--- src/rtl/cam_cmd_sequencer.sv ---
// Command sequencer between the serial parser and the CAM array.
// Define CAM_SEQ_TAG_COUNT_EN to return the tag popcount for SEARCH.
module cam_cmd_sequencer #(
  parameter int NUM_BITS      = 32,
  parameter int NUM_CELLS     = 16,
  parameter int SETTLE_CYCLES = 5
) (
  input  logic                  clk_48mhz,
  input  logic                  reset_n,
  input  logic                  cmd_valid,
  output logic                  cmd_ready,
  input  logic [2:0]            cmd_op,
  input  logic [NUM_BITS-1:0]   cmd_data,
  output logic                  rsp_valid,
  input  logic                  rsp_ready,
  output logic [NUM_BITS-1:0]   rsp_data,
  output logic                  rsp_err,
  output logic [NUM_BITS-1:0]   comparand,
  output logic [NUM_BITS-1:0]   mask,
  output logic                  perform_search,
  output logic                  set,
  output logic                  select_first,
  output logic [2*NUM_BITS-1:0] write_lines,
  input  logic [NUM_CELLS-1:0]  tag_wires,
  input  logic [NUM_BITS-1:0]   read_lines
);

  localparam int SC = (SETTLE_CYCLES < 1) ? 1 : SETTLE_CYCLES;
  localparam logic [7:0] CNT_INIT = 8'(SC - 1);

  localparam logic [2:0] OP_NOP  = 3'd0;
  localparam logic [2:0] OP_LCMP = 3'd1;
  localparam logic [2:0] OP_LMSK = 3'd2;
  localparam logic [2:0] OP_SRCH = 3'd3;
  localparam logic [2:0] OP_SELF = 3'd4;
  localparam logic [2:0] OP_WR   = 3'd5;
  localparam logic [2:0] OP_RD   = 3'd6;
  localparam logic [2:0] OP_TAGS = 3'd7;

  typedef enum logic [2:0] {
    IDLE, APPLY, SETTLE, CAPTURE, RESPOND
  } state_t;

  state_t              r_state;
  logic [2:0]          r_op;
  logic [NUM_BITS-1:0] r_data;
  logic [7:0]          r_cnt;

  logic [NUM_BITS-1:0]   w_tags_ext;
  logic [2*NUM_BITS-1:0] w_wr;

  assign cmd_ready  = (r_state == IDLE) && reset_n;
  assign w_tags_ext = NUM_BITS'(tag_wires);

  // Two-rail write drive: bit 2i+1 writes a one, bit 2i writes a zero.
  always_comb begin
    w_wr = '0;
    for (int i = 0; i < NUM_BITS; i++) begin
      w_wr[2*i+1] = mask[i] & r_data[i];
      w_wr[2*i]   = mask[i] & ~r_data[i];
    end
  end

`ifdef CAM_SEQ_TAG_COUNT_EN
  localparam int CW = $clog2(NUM_CELLS + 1);
  logic [CW-1:0] w_count;
  always_comb begin
    w_count = '0;
    for (int i = 0; i < NUM_CELLS; i++)
      w_count = w_count + CW'(tag_wires[i]);
  end
`endif

  always_ff @(posedge clk_48mhz) begin
    if (!reset_n) begin
      r_state        <= IDLE;
      r_op           <= OP_NOP;
      r_data         <= '0;
      r_cnt          <= '0;
      comparand      <= '0;
      mask           <= '0;
      perform_search <= 1'b0;
      set            <= 1'b0;
      select_first   <= 1'b0;
      write_lines    <= '0;
      rsp_valid      <= 1'b0;
      rsp_data       <= '0;
      rsp_err        <= 1'b0;
    end else begin
      unique case (r_state)
        IDLE: begin
          if (cmd_valid) begin
            r_op    <= cmd_op;
            r_data  <= cmd_data;
            r_state <= APPLY;
          end
        end
        APPLY: begin
          rsp_err   <= 1'b0;
          rsp_valid <= 1'b1;
          r_state   <= RESPOND;
          unique case (r_op)
            OP_NOP:  rsp_data <= '0;
            OP_LCMP: begin
              comparand <= r_data;
              rsp_data  <= r_data;
            end
            OP_LMSK: begin
              mask     <= r_data;
              rsp_data <= r_data;
            end
            OP_SRCH: begin
              perform_search <= 1'b1;
              rsp_valid      <= 1'b0;
              r_cnt          <= CNT_INIT;
              r_state        <= SETTLE;
            end
            OP_SELF: begin
              select_first <= 1'b1;
              rsp_valid    <= 1'b0;
              r_cnt        <= CNT_INIT;
              r_state      <= SETTLE;
            end
            OP_WR: begin
              set         <= 1'b1;
              write_lines <= w_wr;
              rsp_valid   <= 1'b0;
              r_cnt       <= CNT_INIT;
              r_state     <= SETTLE;
            end
            OP_RD:   rsp_data <= read_lines;
            OP_TAGS: rsp_data <= w_tags_ext;
          endcase
        end
        SETTLE: begin
          // Dropping on the last count keeps the strobe exactly SC wide.
          if (r_cnt == 8'd0) begin
            perform_search <= 1'b0;
            set            <= 1'b0;
            select_first   <= 1'b0;
            write_lines    <= '0;
            r_state        <= CAPTURE;
          end else begin
            r_cnt <= r_cnt - 8'd1;
          end
        end
        CAPTURE: begin
          rsp_valid <= 1'b1;
          rsp_err   <= 1'b0;
          r_state   <= RESPOND;
          if (r_op == OP_WR) begin
            rsp_data <= '0;
          end else if (r_op == OP_SRCH) begin
`ifdef CAM_SEQ_TAG_COUNT_EN
            rsp_data <= NUM_BITS'(w_count);
            rsp_err  <= (w_count == '0);
`else
            rsp_data <= w_tags_ext;
`endif
          end else begin
            rsp_data <= w_tags_ext;
          end
        end
        RESPOND: begin
          if (rsp_ready) begin
            rsp_valid <= 1'b0;
            r_state   <= IDLE;
          end
        end
        default: r_state <= IDLE;
      endcase
    end
  end

endmodule

--- config.mk ---
export PLATFORM = sky130hd
export DESIGN_NAME = cam_cmd_sequencer
export DESIGN_NICKNAME = d
export VERILOG_FILES = /design/src/rtl/cam_cmd_sequencer.sv
export SDC_FILE = /design/constraint.sdc
export NUM_CORES = 1
export LEC_CHECK = 0
export CORE_MARGIN = 5
export CORE_UTILIZATION = 43
export CTS_CLUSTER_DIAMETER = 150
export CTS_CLUSTER_SIZE = 24
export DETAILED_ROUTE_END_ITERATION = 10
export GPL_TIMING_DRIVEN = 0
export PLACE_DENSITY = 0.88
export SYNTH_ARGS = -nofsm -noshare
export SYNTH_HDL_FRONTEND = slang
export SYNTH_SLANG_ARGS = --single-unit
--- constraint.sdc ---
create_clock -name clk_48mhz -period 1.6 [get_ports clk_48mhz]
set_input_delay 0.32 -clock clk_48mhz [delete_from_list [all_inputs] [get_ports clk_48mhz]]
set_output_delay 0.32 -clock clk_48mhz [all_outputs]
set_load 0.01 [all_outputs]
==> results.sh <==
export IMPL_outcome="finished, violations left"
export IMPL_violations="setup timing"
export IMPL_portBuffers=251
export IMPL_overflow=0
export IMPL_synth_xor_area_share_pct=0.301
export IMPL_post_route_min_period_ps=1930
export IMPL_fin_skew_ps=19.1
export IMPL_worstMarginPinSlew_ps=551
export IMPL_use_met3_pct=4.94
export IMPL_maxCapViolCount=0
export IMPL_dieArea_um2=23300
export IMPL_num_nets_final=1434
export IMPL_critPathMaxFanout=10
export IMPL_hold_viol=0
export IMPL_synth_warnings=0
export IMPL_rsz0062_at_grt="yes"
export IMPL_grtUsageMet1_pct=33.9
export IMPL_layout_drive_gt1_share_pct=34.3
export IMPL_die_x_um=153
export IMPL_end_kind="flip-flop"
export IMPL_cp_start_kind="flip-flop"
export IMPL_routedWlPerCell_um=23.4
export IMPL_arrival_ps=2270
export IMPL_htreeDepth=1
export IMPL_final_cell_count_no_fill=1617
export IMPL_dp_cells=1516
export IMPL_clock_fmax_mhz=518
export IMPL_routed_wl_um=37900
export IMPL_timing_final_crit_share_pct=121
export IMPL_synth_area_mux_share_pct=0.458
export IMPL_final_cell_mix="dfxtp_1 (190), dlygate4sd2_1 (165), a21boi_1 (112)"
export IMPL_gp_congestion=0.903
export IMPL_setup_viol_count_final=183
export IMPL_ys_ff_latch=210
export IMPL_final_common_cell="dfxtp_1"
export IMPL_slew_headroom_pct=63.3
export IMPL_grt_busiest_layer="met2"
export IMPL_p_leak_nw=6.07
export IMPL_remaining_drc_errors=0
export IMPL_use_met2_pct=44.9
export IMPL_path_buf_inv=3
export IMPL_start_util_pct=43.5
export IMPL_hold_class="in2reg"
export IMPL_ant_nets=0
export IMPL_synth_simple_area_share_pct=22.2
export IMPL_syn2layout_area_growth_pct=68.4
export IMPL_slowest_delay_ps=390
export IMPL_cpMostUsedCell="buf_2"
export IMPL_drt_iter0_drc=973
export IMPL_synth_avg_cell_area_um2=8.78
export IMPL_synth_compound_area_share_pct=24.0
export IMPL_fp_dieH_um=153
export IMPL_synth_top_family_by_area="compound AO/OA/AOI/OAI gates"
export IMPL_path_delay_family="buffers and inverters"
export IMPL_ir_worst_vdd_uv=561
export IMPL_crit_required_ps=1940
export IMPL_async_flop_share_pct=0
export IMPL_cts_sinks=210
export IMPL_synthesis_area_um2=8740
export IMPL_maxSlewViolCount=0
export IMPL_synth_flop_cell="dfxtp_1"
export IMPL_grt_pass1_vias=8854
export IMPL_clk_latency_ps=470
export IMPL_synthCells=995
export IMPL_rows=52
export IMPL_pwr_density_cell_nw_per_um2=701
export IMPL_cts_clk_slew_worst_paths_ps=100
export IMPL_cts_max_path_buffers=3
export IMPL_crit_chain="buf_2 > nand3b_1 > buf_4 > buf_2 > a22oi_1 > a21oi_2"
export IMPL_cts_root_buf="clkbuf_16"
export IMPL_antenna_found_initial=2
export IMPL_vias=9646
export IMPL_firstDrtPassIters=6
export IMPL_synthDistinctLibCells=53
export IMPL_fillers=1264
export IMPL_timing_final_ws_setup_ps=-330
export IMPL_ios=253
export IMPL_cp_slowest_cell="dfxtp_4"
export IMPL_numCtsBuffers=12
export IMPL_synth_edf_count=0
export IMPL_ys_seq_area_share_pct=48.1
export IMPL_cts_hold_buffers=0
export IMPL_grt_max_degree=25
export IMPL_grt_pass1_wl_um=50600
export IMPL_synth_fa_ha_area_share_pct=0.286
export IMPL_dpl_hpwl_um=22200
export IMPL_crit_type="reg2reg"
export IMPL_fin_tns_setup_ps=-23620
export IMPL_core_um2=20100
export IMPL_synth_nets=1084
export IMPL_cts_tree="done"
export IMPL_via_per_inst=5.97
export IMPL_grt_usage_pct=26.8
synth_stat cells, types with 2 or more instances:
| cell | instances | share of area (%) |
|---|---|---|
| dfxtp_1 | 210 | 48 |
| nand2_1 | 206 | 8.8 |
| a21boi_1 | 129 | 11 |
| nand3_1 | 106 | 6.1 |
| clkbuf_1 | 45 | 1.9 |
| a21boi_0 | 39 | 3.4 |
| buf_2 | 36 | 2.1 |
| a22oi_1 | 34 | 2.9 |
| nand3b_1 | 30 | 2.6 |
| a21oi_1 | 21 | 1.2 |
| o2bb2ai_1 | 16 | 1.6 |
| o21ai_0 | 14 | 0.80 |
| a32o_1 | 12 | 1.4 |
| inv_1 | 10 | 0.43 |
| nor2_1 | 9 | 0.39 |
| nand2b_1 | 8 | 0.57 |
| and3_1 | 5 | 0.36 |
| nor3_1 | 5 | 0.29 |
| nor3b_1 | 5 | 0.43 |
| mux2i_1 | 4 | 0.46 |
| nor2b_1 | 4 | 0.29 |
| o32ai_1 | 4 | 0.40 |
| buf_4 | 3 | 0.26 |
| a211o_1 | 2 | 0.20 |
| and3b_1 | 2 | 0.20 |
| and4bb_2 | 2 | 0.29 |
| ha_1 | 2 | 0.29 |
| nor3_2 | 2 | 0.23 |
| o21a_1 | 2 | 0.17 |
| o21ai_1 | 2 | 0.11 |
| or3_1 | 2 | 0.14 |
| or3b_1 | 2 | 0.20 |
| xnor2_1 | 2 | 0.20 |
power breakdown:
| group | internal [W] | switching (W) |
|---|---|---|
| clock network | 0.00147 | 0.00176 |
| registers | 0.00533 | 0.000195 |
| logic | 0.000802 | 0.000759 |
| total | 0.00760 | 0.00272 |
worst reg2reg max path: stages, from the launching register on:
cell,delay [ps]
dfxtp_4,390
buf_2,270
nand3b_1,300
buf_4,250
buf_2,200
a22oi_1,280
a21oi_2,110
registers in the layout, indices dropped and copies added, names as in the netlist:
register / flops
select_first: 1
comparand: 32
r_data: 32
r_op: 3
mask: 32
perform_search: 1
rsp_data: 32
r_state: 3
rsp_valid: 1
set: 1
r_cnt: 8
write_lines: 64
cell type report:
cell class	count	area, um2	share of cell area, %
diodes	2	5.00	0.0340
plain buffers	77	815	5.54
clock buffers	13	325	2.21
clock inverters	1	8.76	0.0595
inverters	10	37.5	0.255
multi-input cells	691	5440	37.0
flip-flops and latches	210	4240	28.8
well taps	270	338	2.30
repair buffers	343	3510	23.8
cell families (layout without fill, tap and decap cells):
kind of cell | Yosys count | in the layout
AND/OR/NAND/NOR | 398 | 398
AO/OA/AOI/OAI | 283 | 283
flip-flops | 210 | 210
buffers and inverters | 94 | 444
multiplexers | 4 | 4
XOR/XNOR | 3 | 3
adder cells (fa/ha/maj) | 2 | 2
other | 1 | 3
timing repair:
action                                  in CTS  in global routing
resized for setup                          434                334
pin swaps                                   65                128
endpoints found under the setup margin     373                207
setup buffers                               45                 27
cloned                                      13                 13
hold endpoints to repair                     0                  0
metrics by stage:
stage / total power (W) / util, % / hold slack, ps / worst slack, ps / cell area (um2)
2_1_floorplan: 0.00606 / - / 455 / -4.18 / 8750
3_3_place_gp: 0.00659 / 57.7 / 442 / -752 / 11600
3_5_place_dp: 0.00662 / 57.7 / 447 / -782 / 11600
4_1_cts: 0.0100 / 65.6 / 386 / -190 / 13200
5_1_grt: 0.0106 / 73.2 / 388 / -383 / 14700
6_report: 0.0103 / 73.2 / 391 / -330 / 14700
path summary, 6_finish.rpt:
kind	depth (start not counted)	slack, ps	to	start
setup / recovery	6	-330	rsp_data[2]	r_state[0]
hold / removal	3	390	r_data[20]	cmd_data[20]
setup reg to reg	6	-330	rsp_data[2]	r_state[0]
hold reg to reg	2	450	comparand[14]	comparand[14]
per-layer routing:
metal	share of wire, %	vias to the layer above
met4	5.9	0
li1	-	4200
met1	38	4646
met2	47	638
met5	0	-
met3	8.2	162
(Power assumes the default switching activity.)
